===== src/rtl/host_cmd_master_if.sv =====
// Command/response handshake and UART lines of the host command master.
interface host_cmd_master_if;
   logic        cmd_valid;
   logic        cmd_ready;
   logic [1:0]  cmd_type;
   logic [7:0]  cmd_addr;
   logic [7:0]  cmd_wdata;
   logic [7:0]  cmd_op_a;
   logic [7:0]  cmd_op_b;
   logic [7:0]  cmd_func;
   logic        tx_out;
   logic        rx_in;
   logic        rsp_valid;
   logic [15:0] rsp_data;
   logic        rsp_par_err;
   logic        rsp_stp_err;
   logic        rsp_timeout;
   logic        busy;

   modport master (
      output cmd_valid, cmd_type, cmd_addr, cmd_wdata, cmd_op_a, cmd_op_b, cmd_func, rx_in,
      input  cmd_ready, tx_out, rsp_valid, rsp_data, rsp_par_err, rsp_stp_err, rsp_timeout, busy
   );

   modport slave (
      input  cmd_valid, cmd_type, cmd_addr, cmd_wdata, cmd_op_a, cmd_op_b, cmd_func, rx_in,
      output cmd_ready, tx_out, rsp_valid, rsp_data, rsp_par_err, rsp_stp_err, rsp_timeout, busy
   );
endinterface


===== src/rtl/host_cmd_master.sv =====
// Host command master: serialises a latched command as UART frames (8E1) and
// collects up to two response bytes with parity, stop-bit and timeout checking.
module host_cmd_master #(
   parameter int PRESCALE    = 8,
   parameter int TIMEOUT_CYC = 4096
) (
   input  logic             CLK,
   input  logic             RST,
   host_cmd_master_if.slave bus
);
   localparam int PW = $clog2(PRESCALE) + 1;
   localparam int TW = $clog2(TIMEOUT_CYC) + 1;
   localparam logic [PW-1:0] BIT_LAST  = PW'(PRESCALE - 1);
   localparam logic [PW-1:0] HALF_LAST = PW'(PRESCALE / 2 - 1);
   localparam logic [TW-1:0] TO_LAST   = TW'(TIMEOUT_CYC - 1);

   typedef enum logic [2:0] {IDLE, TX_FRAME, RX_WAIT, RX_FRAME, DONE} state_t;

   state_t        state_q;
   logic [7:0]    tx_byte_q [4];
   logic [1:0]    tx_last_q;
   logic [1:0]    tx_idx_q;
   logic [1:0]    rx_exp_q;
   logic [1:0]    rx_cnt_q;
   logic [3:0]    bit_q;
   logic [PW-1:0] presc_q;
   logic [TW-1:0] to_q;
   logic [7:0]    rx_sh_q;
   logic          tx_q;
   logic [15:0]   rsp_data_q;
   logic          par_err_q;
   logic          stp_err_q;
   logic          timeout_q;

   // Bit idx of an 11-bit frame: start, d0..d7, even parity, stop.
   function automatic logic frame_bit(input logic [7:0] b, input logic [3:0] idx);
      logic [10:0] f;
      f = {1'b1, ^b, b, 1'b0};
      return f[idx];
   endfunction

   always_ff @(posedge CLK) begin
      if (RST) begin
         state_q    <= IDLE;
         tx_q       <= 1'b1;
         rsp_data_q <= '0;
         par_err_q  <= 1'b0;
         stp_err_q  <= 1'b0;
         timeout_q  <= 1'b0;
         tx_last_q  <= '0;
         tx_idx_q   <= '0;
         rx_exp_q   <= '0;
         rx_cnt_q   <= '0;
         bit_q      <= '0;
         presc_q    <= '0;
         to_q       <= '0;
         rx_sh_q    <= '0;
      end else begin
         case (state_q)
            IDLE: begin
               if (bus.cmd_valid) begin
                  rsp_data_q <= '0;
                  par_err_q  <= 1'b0;
                  stp_err_q  <= 1'b0;
                  timeout_q  <= 1'b0;
                  tx_idx_q   <= '0;
                  rx_cnt_q   <= '0;
                  bit_q      <= '0;
                  presc_q    <= '0;
                  tx_q       <= 1'b0;
                  state_q    <= TX_FRAME;
                  unique case (bus.cmd_type)
                     2'b00: begin
                        tx_byte_q[0] <= 8'hAA;         tx_byte_q[1] <= bus.cmd_addr;
                        tx_byte_q[2] <= bus.cmd_wdata; tx_byte_q[3] <= 8'h00;
                        tx_last_q    <= 2'd2;          rx_exp_q     <= 2'd0;
                     end
                     2'b01: begin
                        tx_byte_q[0] <= 8'hBB;         tx_byte_q[1] <= bus.cmd_addr;
                        tx_byte_q[2] <= 8'h00;         tx_byte_q[3] <= 8'h00;
                        tx_last_q    <= 2'd1;          rx_exp_q     <= 2'd1;
                     end
                     2'b10: begin
                        tx_byte_q[0] <= 8'hCC;         tx_byte_q[1] <= bus.cmd_op_a;
                        tx_byte_q[2] <= bus.cmd_op_b;  tx_byte_q[3] <= bus.cmd_func;
                        tx_last_q    <= 2'd3;          rx_exp_q     <= 2'd2;
                     end
                     2'b11: begin
                        tx_byte_q[0] <= 8'hDD;         tx_byte_q[1] <= bus.cmd_func;
                        tx_byte_q[2] <= 8'h00;         tx_byte_q[3] <= 8'h00;
                        tx_last_q    <= 2'd1;          rx_exp_q     <= 2'd2;
                     end
                  endcase
               end
            end
            TX_FRAME: begin
               if (presc_q == BIT_LAST) begin
                  presc_q <= '0;
                  if (bit_q == 4'd10) begin
                     bit_q <= '0;
                     if (tx_idx_q == tx_last_q) begin
                        tx_q    <= 1'b1;
                        to_q    <= '0;
                        state_q <= (rx_exp_q == 2'd0) ? IDLE : RX_WAIT;
                     end else begin
                        // Next start bit follows the stop bit with no idle gap.
                        tx_idx_q <= tx_idx_q + 2'd1;
                        tx_q     <= 1'b0;
                     end
                  end else begin
                     bit_q <= bit_q + 4'd1;
                     tx_q  <= frame_bit(tx_byte_q[tx_idx_q], bit_q + 4'd1);
                  end
               end else begin
                  presc_q <= presc_q + PW'(1);
               end
            end
            RX_WAIT: begin
               if (!bus.rx_in) begin
                  presc_q <= '0;
                  bit_q   <= '0;
                  state_q <= RX_FRAME;
               end else if (to_q == TO_LAST) begin
                  timeout_q <= 1'b1;
                  state_q   <= DONE;
               end else begin
                  to_q <= to_q + TW'(1);
               end
            end
            RX_FRAME: begin
               // First sample lands mid start bit, later ones a full bit apart.
               if (presc_q == ((bit_q == 4'd0) ? HALF_LAST : BIT_LAST)) begin
                  presc_q <= '0;
                  bit_q   <= bit_q + 4'd1;
                  if (bit_q == 4'd0) begin
                     if (bus.rx_in) begin
                        to_q    <= '0;
                        state_q <= RX_WAIT;
                     end
                  end else if (bit_q <= 4'd8) begin
                     rx_sh_q <= {bus.rx_in, rx_sh_q[7:1]};
                  end else if (bit_q == 4'd9) begin
                     if (bus.rx_in != ^rx_sh_q) par_err_q <= 1'b1;
                  end else begin
                     if (!bus.rx_in) stp_err_q <= 1'b1;
                     if (rx_cnt_q == 2'd0) rsp_data_q[7:0]  <= rx_sh_q;
                     else                  rsp_data_q[15:8] <= rx_sh_q;
                     rx_cnt_q <= rx_cnt_q + 2'd1;
                     if (rx_cnt_q + 2'd1 == rx_exp_q) begin
                        state_q <= DONE;
                     end else begin
                        to_q    <= '0;
                        state_q <= RX_WAIT;
                     end
                  end
               end else begin
                  presc_q <= presc_q + PW'(1);
               end
            end
            DONE:    state_q <= IDLE;
            default: state_q <= IDLE;
         endcase
      end
   end

   assign bus.cmd_ready   = (state_q == IDLE);
   assign bus.busy        = (state_q != IDLE);
   assign bus.tx_out      = tx_q;
   assign bus.rsp_valid   = (state_q == DONE);
   assign bus.rsp_data    = rsp_data_q;
   assign bus.rsp_par_err = par_err_q;
   assign bus.rsp_stp_err = stp_err_q;
   assign bus.rsp_timeout = timeout_q;
endmodule


===== src/flat_wrapper.sv =====
// flat-port wrapper written by rule: the top's interface ports become plain ports
module host_cmd_master_flat 
#(
   parameter int PRESCALE    = 8,
   parameter int TIMEOUT_CYC = 4096
)
  (CLK, RST, bus_cmd_valid, bus_cmd_type, bus_cmd_addr, bus_cmd_wdata, bus_cmd_op_a, bus_cmd_op_b, bus_cmd_func, bus_rx_in, bus_cmd_ready, bus_tx_out, bus_rsp_valid, bus_rsp_data, bus_rsp_par_err, bus_rsp_stp_err, bus_rsp_timeout, bus_busy);
  host_cmd_master_if bus_i ();
  input  logic CLK;
  input  logic RST;
  input wire logic [$bits(bus_i.cmd_valid)-1:0] bus_cmd_valid;
  input wire logic [$bits(bus_i.cmd_type)-1:0] bus_cmd_type;
  input wire logic [$bits(bus_i.cmd_addr)-1:0] bus_cmd_addr;
  input wire logic [$bits(bus_i.cmd_wdata)-1:0] bus_cmd_wdata;
  input wire logic [$bits(bus_i.cmd_op_a)-1:0] bus_cmd_op_a;
  input wire logic [$bits(bus_i.cmd_op_b)-1:0] bus_cmd_op_b;
  input wire logic [$bits(bus_i.cmd_func)-1:0] bus_cmd_func;
  input wire logic [$bits(bus_i.rx_in)-1:0] bus_rx_in;
  output wire logic [$bits(bus_i.cmd_ready)-1:0] bus_cmd_ready;
  output wire logic [$bits(bus_i.tx_out)-1:0] bus_tx_out;
  output wire logic [$bits(bus_i.rsp_valid)-1:0] bus_rsp_valid;
  output wire logic [$bits(bus_i.rsp_data)-1:0] bus_rsp_data;
  output wire logic [$bits(bus_i.rsp_par_err)-1:0] bus_rsp_par_err;
  output wire logic [$bits(bus_i.rsp_stp_err)-1:0] bus_rsp_stp_err;
  output wire logic [$bits(bus_i.rsp_timeout)-1:0] bus_rsp_timeout;
  output wire logic [$bits(bus_i.busy)-1:0] bus_busy;
  assign bus_i.cmd_valid = bus_cmd_valid;
  assign bus_i.cmd_type = bus_cmd_type;
  assign bus_i.cmd_addr = bus_cmd_addr;
  assign bus_i.cmd_wdata = bus_cmd_wdata;
  assign bus_i.cmd_op_a = bus_cmd_op_a;
  assign bus_i.cmd_op_b = bus_cmd_op_b;
  assign bus_i.cmd_func = bus_cmd_func;
  assign bus_i.rx_in = bus_rx_in;
  assign bus_cmd_ready = bus_i.cmd_ready;
  assign bus_tx_out = bus_i.tx_out;
  assign bus_rsp_valid = bus_i.rsp_valid;
  assign bus_rsp_data = bus_i.rsp_data;
  assign bus_rsp_par_err = bus_i.rsp_par_err;
  assign bus_rsp_stp_err = bus_i.rsp_stp_err;
  assign bus_rsp_timeout = bus_i.rsp_timeout;
  assign bus_busy = bus_i.busy;
  host_cmd_master #(.PRESCALE(PRESCALE), .TIMEOUT_CYC(TIMEOUT_CYC)) u_core (.CLK(CLK), .RST(RST), .bus(bus_i));
endmodule

===== config.mk =====
export PLATFORM = sky130hd
export DESIGN_NAME = host_cmd_master_flat
export DESIGN_NICKNAME = d
export VERILOG_FILES = /design/src/rtl/host_cmd_master_if.sv /design/src/rtl/host_cmd_master.sv /design/src/flat_wrapper.sv
export SDC_FILE = /design/constraint.sdc
export NUM_CORES = 1
export LEC_CHECK = 0
export CAP_MARGIN = 20
export CORE_UTILIZATION = 59
export DETAILED_ROUTE_END_ITERATION = 12
export GPL_TIMING_DRIVEN = 1
export PLACE_DENSITY = 0.86
export SETUP_SLACK_MARGIN = 0.02
export SYNTH_ARGS = -nofsm -noshare
export SYNTH_HDL_FRONTEND = slang
export SYNTH_SLANG_ARGS = --single-unit

===== constraint.sdc =====
create_clock -name CLK -period 4.7 [get_ports CLK]
set_clock_uncertainty 0.2 [all_clocks]
set_input_delay 0.94 -clock CLK [delete_from_list [all_inputs] [get_ports CLK]]
set_output_delay 0.94 -clock CLK [all_outputs]
set_load 0.01 [all_outputs]

# --- Word-level counts from Yosys, hierarchy flattened ---
# Memory sizes are Yosys's and may differ from the RTL's. A register that Yosys moved wholly into a read port is not among the register bits.
# Cells that the tools add are included.
# W data, S select, Z words.
op_classes:
  add_sub_neg: 5
  magnitude_cmp: 2
  n_eq_ne: 38
  n_mux: 112
  bitwise_logic: 13
  n_reduce_logical: 29
op_table:
  columns: ["operator", "n"]
  rows:
  - ["$mux W13", 11]
  - ["$mux W8", 14]
  - ["$mux W16", 5]
  - ["$mux W3", 13]
  - ["$pmux W13 S3", 1]
  - ["$mux W1", 37]
  - ["$pmux W16 S2", 1]
  - ["$pmux W4 S4", 2]
  - ["$mux W4", 7]
  - ["$reduce_and A7 Y1", 4]
  - ["$mux W2", 11]
  - ["$ne A2 B2 Y1 const B", 10]
  - ["$ne A2 B1 Y1 const B", 8]
  - ["$reduce_xor A8 Y1", 2]
  - ["$add A13 B1 Y13 const B", 1]
  - ["$eq A13 B12 Y1 const B", 1]
  - ["$ne A3 B2 Y1 const B", 4]
  - ["$or A1 B1 Y1", 12]
  - ["$pmux W2 S3", 2]
  - ["$pmux W3 S4", 1]
  - ["$reduce_and A11 Y1", 1]
  - ["$reduce_and A5 Y1", 2]
  - ["$reduce_and A9 Y1", 1]
  - ["$add A4 B1 Y4 const B", 2]
  - ["other kinds (29)", 46]
word_totals:
  regBits: 60
  ram_bits: 32
  in_bits: 46
  output_inout_bits: 23
  wordCells: 215
  mem_count: 1
mem_list:
  columns: ["name", "words", "word_bits", "rd", "rd_ports_with_merged_regs", "write_ports", "line", "source"]
  rows:
  - ["u_core.tx_byte_q", 4, 8, 1, 1, 4, "host_cmd_master.sv:20", "logic [7:0] tx_byte_q [4];"]

# --- Logic depth before layout (Yosys ltp) ---
logic_depth:
  depth_word: 9
  mapped_depth: 11
  mapped_depth_nobuf: 8

# --- Least setup slack after synthesis ---
# No wires, ideal clock.
synth_path:
  kind: "reg2reg"
  from: "register u_core.bit_q[1]"
  to: "register u_core.to_q[4]"
  setup_ns: 0.059
  t_arrival_ns: 2.419
  required_ns: 4.441
  path_slack_ns: 2.021
  stages_incl_launch_ff: 11
  n_path_buf: 2
  period_less_slack_ns: 2.679
  path_cell_list: "dfxtp_1 clkbuf_1 inv_1 ha_1 and4bb_1 mux2_4 o2111a_2 a21o_1 buf_6 or4_1 nand2_1"
synth_between:
  elab_chain_len: 5
  word_cells_on_any_way: 16
  cone_classes: "order compare (1); eq/ne (9); mux (4); reduce/logical (2)"
synth_lines:
  columns: ["element", "line", "source"]
  rows:
  - ["from (decl)", "host_cmd_master.sv:25", "logic [3:0] bit_q;"]
  - ["from (signal assigned)", "host_cmd_master.sv:111", "bit_q <= bit_q + 4'd1;"]
  - ["from (signal assigned)", "host_cmd_master.sv:134", "bit_q <= bit_q + 4'd1;"]
  - ["$logic_not A4 Y1", "host_cmd_master.sv:132, host_cmd_master.sv:135", null]
  - ["$mux W3", "host_cmd_master.sv:132", "if (presc_q == ((bit_q == 4'd0) ? HALF_LAST : BIT_LAST)) begin"]
  - ["$eq A4 B4 Y1", "host_cmd_master.sv:132", null]
  - ["$ne A2 B1 Y1 (no source line)", null, null]
  - ["$reduce_and A11 Y1 (no source line)", null, null]
  - ["to (signal assigned)", "host_cmd_master.sv:127", "to_q <= to_q + TW'(1);"]
  - ["to (decl)", "host_cmd_master.sv:27", "logic [TW-1:0] to_q;"]
# Parallel ways exist; a longest one is shown, timed or not. The select of a mux whose other input is x is not followed.
# A chain may end at the register's enable or synchronous reset.

# --- Worst setup path after layout ---
layout_path:
  from: "register u_core.bit_q[0]"
  to: "register u_core.to_q[7]"
# Same word-level chain as after synthesis.

==> key figures <==
STA
  • Final slew viol count: 0
  • Period utilization: 69.10%
  • Max-Slew Margin vs Limit: 35.93%
  • Fin. Hold Viols: 0
  • FMAX: 0.3079 GHz
  • Setup TNS: 0 ns
  • Fin Hold WS: 0.2781 ns
  • RSZ-0062 raised after global routing: false
  • Final setup violation count: 0
  • Worst slew pin tran: 0.9580 ns
  • Final WS setup: 1.452 ns
  • Post-layout min period: 3.248 ns

Global routing
  • First-pass GRT wire length: 17970 µm
  • GR Overflow Total: 0
  • Largest net degree at the start of global routing: 50
  • Initial antenna violation count: 0
  • Vias in the first global route: 3905
  • Total global-route track usage: 26.39%

CTS
  • CTS buffer count: 9
  • Clock sinks: 89
  • CTS Buffer Depth: 2
  • CTS hold repair buffers: 0
  • Setup Buffers After CTS: 0
  • H-tree depth: 3
  • CTS resizes: 0
  • Clk pin slew, worst setup/hold paths: 0.10 ns
  • Root Driver: clkbuf_8
  • CTS tree: built
  • Clk Latency, worst-skew pair: 0.36 ns

Yosys
  • Synth unique cells: 65
  • Number of flops mapped to enable cells by yosys: 16
  • Synth top cells by count: 73 x dfxtp_1, 51 x nor2_1, 47 x mux2i_1, 47 x nand2_1, 24 x a21oi_1
  • Sequential area share after synthesis: 41.17%
  • Yosys top cell by area: dfxtp_1
  • Mapped Area: 0.004717 mm²
  • Syn. warnings: 0
  • Syn Nets: 561
  • Asr flop ratio synth: 0%
  • Area share of the largest cell type after synthesis: 30.98%
  • Area contributors post-synth: dfxtp_1 31%, edfxtp_1 10%, mux2i_1 10%
  • Most frequent cell after synthesis: dfxtp_1
  • Post-synth top flop: dfxtp_1
  • Post-synthesis cell count: 508
  • FF+latch count, synth: 89
  • Syn Area/Cell: 9.285 µm²

Cells and area
  • P&R area growth vs syn: 19.23%
  • Register area: 0.001942 mm²
  • Filler cells: 541
  • Inserted Diodes: 0
  • Share of cells above drive strength 1: 6.360%
  • Area occupied by multi-input gates: 0.002604 mm²
  • Nets: 614
  • Final Non-Filler Cells: 668
  • Final core occ: 72.78%

Placement
  • Placer Congestion: 0.8275
  • Number of port buffers: 68
  • Post-Place Cells: 652
  • Dpl ws: 1.136 ns
  • HPWL Detailed: 7542 µm

Floorplanning
  • I/O pin cnt: 69
  • Row count: 32
  • Die Ht: 91.42 µm
  • Initial Utilization: 61.04%
  • Die Wd: 91.42 µm
  • Core area: 0.007727 mm²
  • Die Footprint: 0.008357 mm²

Detailed routing
  • Pre-antenna DRT Iters: 5
  • Vias per cell: 6.033
  • Antenna Violating Nets Remaining: 0
  • DR vias: 4030
  • Violation count after the first detailed-route iteration: 279
  • Wire per inst: 15.80 µm
  • Residual DRC: 0
  • Total wire length: 10560 µm

Setup path
  • Crit-path max cell delay: 0.80 ns
  • CP bufs+invs: 1
  • Crit end category: flip-flop
  • Worst Path Required: 4.79 ns
  • CP top delay family: compound AO/OA/AOI/OAI gates
  • CP Data Arrival Time: 3.34 ns
  • Critical Path Start Type: flip-flop
  • Cell Chain, Critical Path: inv_1, ha_1, and4bb_1, mux2_4, o2111a_2, a31oi_2, o21ai_0, a21oi_1
  • CP max FO: 25
  • Critical Path Slowest Stage Cell: a31oi_2
  • Critical path type: reg2reg

Outcome
  • Outcome: completed

Pwr
  • VDD IR max: 200.6 µV
  • Static leakage: 2.234 nW
  • Power density over the cells: 286.8 mW/mm²

Job
  • Max cap viols: 0

Worst hold path
  • Hold WC Path Type: reg2reg
## metrics by stage
stage          cell area (µm²)  power, W
4_1_cts                   5624  0.001625
5_1_grt                   5624  0.001686
6_report                  5624  0.001613
2_1_floorplan             4717  0.001005
3_3_place_gp              5421  0.001082
3_5_place_dp              5421  0.001091
## path summary, 6_finish.rpt
path                                                          start                                   to  slack [ns]  depth (start not counted)
worst max-delay path                   u_core.bit_q[0]$_SDFFE_PP0P_          u_core.to_q[7]$_SDFFE_PP0P_        1.45                          8
worst min-delay path            u_core.tx_byte_q[2][3]$_SDFFE_PP0P_  u_core.tx_byte_q[2][3]$_SDFFE_PP0P_        0.28                          2
worst max register to register         u_core.bit_q[0]$_SDFFE_PP0P_          u_core.to_q[7]$_SDFFE_PP0P_        1.45                          8
worst min register to register  u_core.tx_byte_q[2][3]$_SDFFE_PP0P_  u_core.tx_byte_q[2][3]$_SDFFE_PP0P_        0.28                          2
## state kept, by name, indices dropped and copies added, names as in the netlist, 2 cells and up, named ones only
| name | cells |
|---|---|
| u_core.to_q | 13 |
| u_core.state_q | 3 |
| u_core.tx_byte_q | 27 |
| u_core.bus.rsp_data | 16 |
| u_core.presc_q | 4 |
| u_core.rx_cnt_q | 2 |
| u_core.tx_last_q | 2 |
| u_core.tx_idx_q | 2 |
| u_core.rx_exp_q | 2 |
| u_core.rx_sh_q | 8 |
| u_core.bit_q | 4 |
## cell type report
cell class                      instances  share of cell area, %
Sequential cell                        89                  34.53
Tap cell                              102                  2.269
Multi-Input combinational cell        378                  46.30
Timing Repair Buffer                   71                  12.50
Clock inverter                          6                 0.9566
Inverter                               12                 0.8009
Clock buffer                           10                  2.647
## routing by layer
metal  up-vias  part of all wire, %  global-route usage, %
met3        19                  6.4                  5.863
met4         0                  1.6                  9.127
met1      1932                   43                  33.83
li1       1946                    -                      -
met5         -                    0                      0
met2       133                   49                  43.73
## cell usage in the layout (no fill, tap or decap), drive strengths merged, types with 10 or more instances in the layout
master,synthesis,final
clkbuf,22,10
nand2,47,47
clkdlybuf4s50,0,68
a21oi,24,24
o21ai,23,23
nor3,13,13
and3,10,10
inv,12,17
o31ai,15,15
mux2i,47,47
xnor2,11,11
edfxtp,16,16
nor2b,11,11
and2,11,11
nor2,51,51
dfxtp,73,73
## power by group
| group | switching (W) | internal [W] |
|---|---|---|
| Sequential | 0.0000266 | 0.000808 |
| Clock | 0.000301 | 0.000236 |
| Combinational | 0.000113 | 0.000129 |
## cells by family after synthesis
logic type | Yosys count | synth area share [%]
muxes | 55 | 13.40
buffers and inverters | 41 | 3.634
adders and majority gates | 7 | 1.857
AOI/OAI and AO/OA | 98 | 13.74
DFF | 89 | 41.17
and+or+nand+nor | 197 | 21.72
xor gates and xnor gates | 21 | 4.483
## worst register-to-register path, delay by kind of cell (launching register included)
kind / cells / cell delay, ns
muxes: 1 / 0.30
buffers and inverters: 1 / 0.21
and+or+nand+nor: 1 / 0.25
adders and majority gates: 1 / 0.31
DFF: 1 / 0.51
AOI/OAI and AO/OA: 4 / 1.42
No activity file was read; power rests on OpenSTA's default activity.
